`config.mk`:
```
export PLATFORM = sky130hd
export DESIGN_NAME = ysyx_22040895_ifu
export DESIGN_NICKNAME = d
export VERILOG_FILES = /design/src/rtl/ysyx_22040895_ifu.sv
export SDC_FILE = /design/constraint.sdc
export NUM_CORES = 1
export LEC_CHECK = 0
export CAP_MARGIN = 10
export CORE_UTILIZATION = 47
export CTS_BUF_LIST = sky130_fd_sc_hd__clkbuf_8
export CTS_CLUSTER_SIZE = 28
export DETAILED_ROUTE_END_ITERATION = 8
export GPL_ROUTABILITY_DRIVEN = 0
export PLACE_DENSITY = 0.83
export SLEW_MARGIN = 20
export SYNTH_ARGS = -nofsm -noshare
export SYNTH_HDL_FRONTEND = slang
export SYNTH_SLANG_ARGS = --single-unit
```
`constraint.sdc`:
```
create_clock -name clk -period 2.68 [get_ports clk]
set_clock_uncertainty 0.1 [all_clocks]
set_input_delay 0.536 -clock clk [delete_from_list [all_inputs] [get_ports clk]]
set_output_delay 0.536 -clock clk [all_outputs]
set_load 0.01 [all_outputs]
```
`src/rtl/ysyx_22040895_ifu.sv`:
```
// ----------------------------------------------------------------------------
// ysyx_22040895_ifu -- instruction fetch unit
//
// Owns the PC and fetches one 32-bit instruction at a time from instruction
// memory over a valid/ready request channel with a separate response strobe.
// Only one request is ever outstanding. The fetched word is kept in a
// single-entry hold register for the decode/control unit. The control unit can
// redirect the PC with jump_branch_i/target_i. Any fetch already in flight on
// the wrong path is discarded when its response returns.
//
// Ports
//   clk, rst            clock; synchronous active-high reset
//   imem_req_valid_o    fetch request valid (forced low while rst=1)
//   imem_req_addr_o     fetch address (the current PC)
//   imem_req_ready_i    memory accepts the request
//   imem_rsp_valid_i    response strobe, imem_rsp_data_i carries the word
//   inst_valid_o        hold register holds an instruction for decode
//   inst_ready_i        decode consumes the held instruction
//   inst_o, pc_o        held instruction and the PC it was fetched from
//   opcode_o/func3_o/func7_o  field slices of inst_o
//   jump_branch_i       redirect request, target_i is the new PC
//   fetch_err_o         sticky misaligned-redirect error
//
// Optional feature: define YSYX_22040895_IFU_MISALIGN_CHK_EN to trap
// redirects whose target is not word aligned. Such a redirect puts the unit
// in a terminal ERR state that only rst clears. Without the macro, the
// target's low two bits are masked and fetch_err_o is tied to 0.
// ----------------------------------------------------------------------------
module ysyx_22040895_ifu #(
    parameter int              PC_W     = 64,
    parameter logic [PC_W-1:0] RESET_PC = 64'h8000_0000,
    parameter int              INST_W   = 32
) (
    input  logic              clk,
    input  logic              rst,
    output logic              imem_req_valid_o,
    output logic [PC_W-1:0]   imem_req_addr_o,
    input  logic              imem_req_ready_i,
    input  logic              imem_rsp_valid_i,
    input  logic [INST_W-1:0] imem_rsp_data_i,
    output logic              inst_valid_o,
    input  logic              inst_ready_i,
    output logic [INST_W-1:0] inst_o,
    output logic [PC_W-1:0]   pc_o,
    output logic [6:0]        opcode_o,
    output logic [2:0]        func3_o,
    output logic [6:0]        func7_o,
    input  logic              jump_branch_i,
    input  logic [PC_W-1:0]   target_i,
    output logic              fetch_err_o
);

    localparam logic [INST_W-1:0] NOP_INST = 32'h0000_0013;
    localparam logic [PC_W-1:0]   LOW2     = PC_W'(3);
    localparam logic [PC_W-1:0]   PC_STEP  = PC_W'(4);

    typedef enum logic [1:0] {
        S_REQ  = 2'd0,
        S_WAIT = 2'd1,
        S_HOLD = 2'd2,
        S_ERR  = 2'd3
    } state_t;

    state_t              r_state;
    logic [PC_W-1:0]     r_pc;
    logic [PC_W-1:0]     r_inst_pc;
    logic [INST_W-1:0]   r_inst;
    logic                r_drop;     // the outstanding response belongs to a squashed path

    logic [PC_W-1:0]     w_target;

    assign w_target = target_i & ~LOW2;

`ifdef YSYX_22040895_IFU_MISALIGN_CHK_EN
    logic w_misalign;
    assign w_misalign = jump_branch_i && (target_i[1:0] != 2'b00) && (r_state != S_ERR);
`endif

    always_ff @(posedge clk) begin
        if (rst) begin
            r_state   <= S_REQ;
            r_pc      <= RESET_PC;
            r_inst_pc <= RESET_PC;
            r_inst    <= NOP_INST;
            r_drop    <= 1'b0;
        end else begin
            case (r_state)
                S_REQ: begin
                    if (imem_req_ready_i) begin
                        r_state <= S_WAIT;
                    end
                    // A redirect in the accept cycle still lets the old-address
                    // request go out; its response must then be thrown away.
                    if (jump_branch_i) begin
                        r_pc <= w_target;
                        if (imem_req_ready_i) begin
                            r_drop <= 1'b1;
                        end
                    end
                end
                S_WAIT: begin
                    if (imem_rsp_valid_i) begin
                        if (r_drop || jump_branch_i) begin
                            // Wrong-path word: discard and refetch from the new PC.
                            r_drop  <= 1'b0;
                            r_state <= S_REQ;
                        end else begin
                            r_inst    <= imem_rsp_data_i;
                            r_inst_pc <= r_pc;
                            r_state   <= S_HOLD;
                        end
                    end else if (jump_branch_i) begin
                        r_drop <= 1'b1;
                    end
                    if (jump_branch_i) begin
                        r_pc <= w_target;
                    end
                end
                S_HOLD: begin
                    // A redirect beats a consume: the held word is on the wrong path.
                    if (jump_branch_i) begin
                        r_pc    <= w_target;
                        r_state <= S_REQ;
                    end else if (inst_ready_i) begin
                        r_pc    <= r_pc + PC_STEP;
                        r_state <= S_REQ;
                    end
                end
                default: begin
                    // Terminal error state: held until rst.
                end
            endcase
`ifdef YSYX_22040895_IFU_MISALIGN_CHK_EN
            // Overrides whatever the state-specific branch decided above.
            if (w_misalign) begin
                r_state <= S_ERR;
                r_pc    <= target_i;   // keep the faulting target visible, unmasked
                r_drop  <= 1'b0;
            end
`endif
        end
    end

    assign imem_req_valid_o = (r_state == S_REQ) && !rst;
    assign imem_req_addr_o  = r_pc;
    assign inst_valid_o     = (r_state == S_HOLD);
    assign inst_o           = r_inst;
    assign pc_o             = r_inst_pc;
    assign opcode_o         = r_inst[6:0];
    assign func3_o          = r_inst[14:12];
    assign func7_o          = r_inst[31:25];

`ifdef YSYX_22040895_IFU_MISALIGN_CHK_EN
    assign fetch_err_o = (r_state == S_ERR) && !rst;
`else
    assign fetch_err_o = 1'b0;
`endif

endmodule
```
==> qor.yml, run 1 <==
cells_and_area:
  final_cell_area_sq_um: 11780
  syn_to_final_growth_pct: 44.52
  diodes: 0
  final_nets: 1476
  seqCellArea_sq_um: 3183
  final_util: 0.7026
  fill_cells: 1322
  final_cells: 1601
  drive_gt1_frac: 0.1014
  multi_input_area_sq_um: 4454
timing:
  fin_crit_sh: 0.9303
  relSlewSlack: 0.5969
  slew_viol_final: 0
  finalWorstSetupSlack_ns: 0.1868
  worst_slew_pin_slew_ns: 0.6046
  whs_ns: 0.3322
  tns_ns: 0
  setup_violations: 0
  period_needed_ns: 2.493
  rsz0062_at_grt: "no"
  clock.fmax_ghz: 0.4011
  timing.final.hold_violations: 0
die:
  core_area_sq_um: 16760
  dieArea_sq_um: 17870
  rows: 47
  ios: 282
  start_util: 0.4862
  die_w_um: 133.7
  die_height_um: 133.7
worst_hold_path:
  min_delay_path_depth: 2
  hold_end: "pc_o[41]"
  min_from: "rst"
  hold_class: "input port to register"
setup_path:
  worstSetupStartpointType: "register"
  critPathArrivalTime_ns: 2.76
  reg2reg_slack_ns: 0.19
  endpoint_kind: "register"
  crit_type: "register to register"
  reg2reg_to: "imem_req_addr_o[46]"
  rr_startpoint: "imem_req_addr_o[3]"
  worstPathRequired_ns: 2.95
  crit_path_max_fanout: 12
  reg2reg_depth: 7
route:
  drtIter0Drc: 827
  drc: 0
  postRouteAntennaNets: 0
  viasPerCell: 5.941
  first_pass_iters: 5
  wl_per_cell_um: 18.08
  vias: 9512
  wirelength_mm: 28.95
place:
  port_buffers: 274
  dp_hpwl_mm: 20.63
  placed_area_sq_um: 11380
  dp.cells: 1569
  post-place-ws_ns: -0.1095
synthesis:
  yosysMostFrequentCell: "nand2_1"
  synth_top_area_cell: "dfxtp_1"
  ys.flop_type: "dfxtp_1"
  synth_edf_count: 0
  synth_top_area_frac: 0.3907
  ys_seq_area_frac: 0.3907
  synthArstFlopShare: 0
  synth_cells: 1102
  synth-seq-cells: 159
  yosysWarnings: 0
  ys_types: 59
  synth_area_sq_um: 8148
  ys_top_cells_by_count: "nand2_1, dfxtp_1, a21oi_1"
  synth_area_per_cell_sq_um: 7.394
  synth_area_leaders: "dfxtp_1, nand2_1, a21oi_1"
pwr:
  total_power_mw: 5.350
  peakVddDrop_mv: 0.3532
  leakage_nw: 4.200
  powerDensity_nw_per_um2: 454.3
clock_network:
  clkLatencyLatePin_ns: 0.49
  htreeDepth: 4
  clk_pin_slew_worst_paths_ns: 0.10
  clock_path_buffers: 2
  cts_root_buf: "clkbuf_8"
  cts_hold_buf: 0
  numCtsBuffers: 17
  cts.sinks: 159
  cts_tree: "yes"
global_route:
  grtUsageTotal: 0.3204
  grt_start_max_net_pins: 56
  grt_pass1_vias: 8687
  grt_pass1_wl_mm: 45.47
  antenna_found_initial: 0
  grt.overflow.total: 0
job:
  drv_cap: 0
status:
  status: "completed"
logic make-up (layout without fill, tap and decap cells):
group / Yosys count / in the layout / share of synthesized area
AO/OA/AOI/OAI: 262 / 262 / 0.1930
AND/OR/NAND/NOR: 539 / 539 / 0.3213
flip-flops: 159 / 159 / 0.3907
other: 1 / 5 / 0.0004602
buffers and inverters: 122 / 397 / 0.06910
adder cells (fa/ha/maj): 5 / 5 / 0.007678
multiplexers: 14 / 14 / 0.01781
worst max-delay path by stage:
| stage | from | endpoint | slack, ns | cells past startpoint |
|---|---|---|---|---|
| floorplan | r_state[0] | imem_req_addr_o[55] | 0.36 | 9 |
| global placement | jump_branch_i | imem_req_addr_o[59] | -0.07 | 7 |
| detailed placement | jump_branch_i | imem_req_addr_o[46] | -0.11 | 7 |
| CTS | imem_req_addr_o[3] | imem_req_addr_o[46] | 0.05 | 7 |
| global route | imem_req_addr_o[3] | imem_req_addr_o[34] | 0.08 | 6 |
| finish | imem_req_addr_o[3] | imem_req_addr_o[46] | 0.19 | 7 |
worst max-delay path, cell delays in order, from the launching register on:
cell,delay (ns)
dfxtp_1,0.35
ha_1,0.23
nand3_1,0.27
nor4_2,0.43
buf_12,0.19
nand4_1,0.26
mux2i_1,0.19
or3_1,0.35
registers in the layout, indices dropped and copies added, names as in the netlist:
signal / cells
pc_o: 62
imem_req_addr_o: 62
inst_o: 32
r_state: 2
r_drop: 1
area by class of cell:
cell class | count | area share
clock buffer | 18 | 0.02104
clock inverter | 13 | 0.01116
inverter | 10 | 0.003188
multi-input combinational | 825 | 0.3783
sequential | 159 | 0.2703
tap | 220 | 0.02338
timing repair buffer | 356 | 0.2926
cells in the final DEF, fill, tap and decap left out, drive strengths merged, types with 3 or more instances in the layout:
cell type and count:
a22o 4, a21oi 136, nand4 44, dfxtp 159, and4 6, clkbuf 18
and3 28, ha 5, nor3b 3, o211ai 12, o31ai 5, a22oi 10
nand3 48, or3 16, o22ai 3, a31oi 14, a21o 6, nor2 51
nor4 23, nor4b 3, clkinvlp 5, conb 5, a41oi 4, nand2 265
or4 12, o21a 3, mux2i 10, a211oi 13, inv 16, o32ai 4
mux2 4, and2 7, buf 83, o21ai 30, nor3 26, clkdlybuf4s50 272
a211o 3
routing by layer:
layer / GRT usage / up-vias / wire (um)
met5: 0 / - / 0
met1: 0.4003 / 4365 / 11410
met4: 0.1484 / 0 / 1062
li1: - / 4446 / -
met3: 0.08600 / 95 / 3102
met2: 0.5136 / 606 / 13370
power breakdown:
part | internal [mW] | switching, mW
Clock | 0.773 | 1.01
Combinational | 0.509 | 0.477
Sequential | 2.46 | 0.120
Total | 3.74 | 1.61
what timing repair did:
| item | 4_1_cts | 5_1_grt |
|---|---|---|
| setup endpoints to repair | 0 | 4 |
| buffers inserted | 0 | 1 |
| gates resized for setup | 0 | 2 |
| endpoints found under the hold margin | 0 | 0 |
No activity file was read; power rests on OpenSTA's default activity.
==> run 2, diff against run 1 <==
Settings changed: CORE_UTILIZATION 47 to 46, CTS_BUF_LIST sky130_fd_sc_hd__clkbuf_8 to unset, PLACE_DENSITY 0.83 to 0.81.
==> qor.yml, run 2 (synthesized netlist as in run 1, its figures left out) <==
die:
  core_area_sq_um: 17300
  die_height_um: 135.1
  die_w_um: 135.1
  start_util: 0.4711
  ios: 282
  dieArea_sq_um: 18250
  rows: 48
setup_path:
  crit_type: "register to output port"
  worstSetupStartpointType: "register"
  reg2reg_slack_ns: 0.17
  critPathArrivalTime_ns: 1.91
  crit_path_max_fanout: 6
  endpoint_kind: "output port"
  worstPathRequired_ns: 2.04
pwr:
  peakVddDrop_mv: 0.4762
  powerDensity_nw_per_um2: 502.6
  leakage_nw: 4.299
clock_network:
  cts_root_buf: "clkbuf_16"
  cts_tree: "yes"
  clkLatencyLatePin_ns: 0.42
  numCtsBuffers: 17
  cts.sinks: 159
  clock_path_buffers: 2
  cts_hold_buf: 0
  clk_pin_slew_worst_paths_ns: 0.07
  htreeDepth: 4
global_route:
  grt_pass1_wl_mm: 45.04
  antenna_found_initial: 1
  grt_pass1_vias: 8703
  grt.overflow.total: 0
  grt_start_max_net_pins: 94
  grtUsageTotal: 0.3126
cells_and_area:
  final_nets: 1478
  final_cell_area_sq_um: 12000
  final_common_cell: "clkdlybuf4s50_1"
  syn_to_final_growth_pct: 47.27
  layout_common_cells: "clkdlybuf4s50_1, nand2_1, dfxtp_1"
  drive_gt1_frac: 0.1019
timing:
  worst_slew_pin_slew_ns: 0.6838
  slew_viol_final: 0
  whs_ns: 0.3518
  timing.final.hold_violations: 0
  rsz0062_at_grt: "no"
  fin_crit_sh: 0.9514
  setup_violations: 0
  clock.fmax_ghz: 0.3922
  period_needed_ns: 2.550
  relSlewSlack: 0.5442
route:
  postRouteAntennaNets: 0
  first_pass_iters: 6
  vias: 9541
  wl_per_cell_um: 18.10
  drc: 0
  drtIter0Drc: 1074
  wirelength_mm: 29.14
  viasPerCell: 5.926
status:
  status: "completed"
job:
  drv_cap: 0
worst_hold_path:
  hold_class: "register to register"
place:
  placed_area_sq_um: 11400
  dp_hpwl_mm: 20.44
  port_buffers: 274
-- run 2: timing repair --
action / 4_1_cts / 5_1_grt
setup endpoints to repair: 0 / 2
setup buffers: 0 / 2
resized for setup: 0 / 0
-- run 2: cell type report --
type                       instances  area (sq um)
antenna                            1         2.502
clock buffer                      18         429.2
clock inverter                    14         156.4
fill                            1454          5298
inverter                          10         37.54
multi-input combinational        825          4451
sequential                       159          3183
tap                              225         281.5
timing repair buffer             358          3458
-- run 2: critical path, cell delays in order, from the launching register on --
cell             delay, ns
dfxtp_1               0.32
buf_4                 0.15
inv_1                 0.07
ha_1                  0.20
inv_1                 0.08
nor2_1                0.12
clkdlybuf4s50_1       0.56
-- run 2: through the flow --
step | setup slack, ns | util | cells | power [mW] | TNS [ns]
3_5_place_dp | -0.1298 | 0.6589 | 1575 | 3.614 | -1.002
3_3_place_gp | -0.1033 | 0.6589 | 1575 | 3.594 | -0.7167
4_1_cts | 0.09624 | 0.6927 | 1607 | 6.050 | 0
5_1_grt | 0.01695 | 0.6937 | 1610 | 6.241 | 0
2_1_floorplan | 0.3611 | - | 1106 | 3.053 | 0
6_report | 0.1304 | 0.6937 | 1610 | 6.031 | 0
-- run 2: power by group --
group,switching [mW],total [mW],internal [mW],leakage (nW)
Sequential,0.113,2.58,2.46,1.30
Combinational,0.483,0.998,0.515,2.73
Clock,1.07,2.46,1.39,0.274
Total,1.66,6.03,4.37,4.30
-- run 2: final timing paths --
check	startpoint	to	cells past startpoint
worst max-delay path	r_state[1]	imem_req_valid_o	6
worst min-delay path	pc_o[3]	pc_o[3]	2
worst max register to register	r_state[0]	imem_req_addr_o[59]	7
worst min register to register	pc_o[3]	pc_o[3]	2
-- run 2: layer usage --
layer  wire (um)  GRT usage  vias up
met1       11660     0.3936     4460
met5           0          0        -
met4         851     0.1298        0
met2       13520     0.5037      543
li1            -          -     4454
met3        3102    0.08258       84
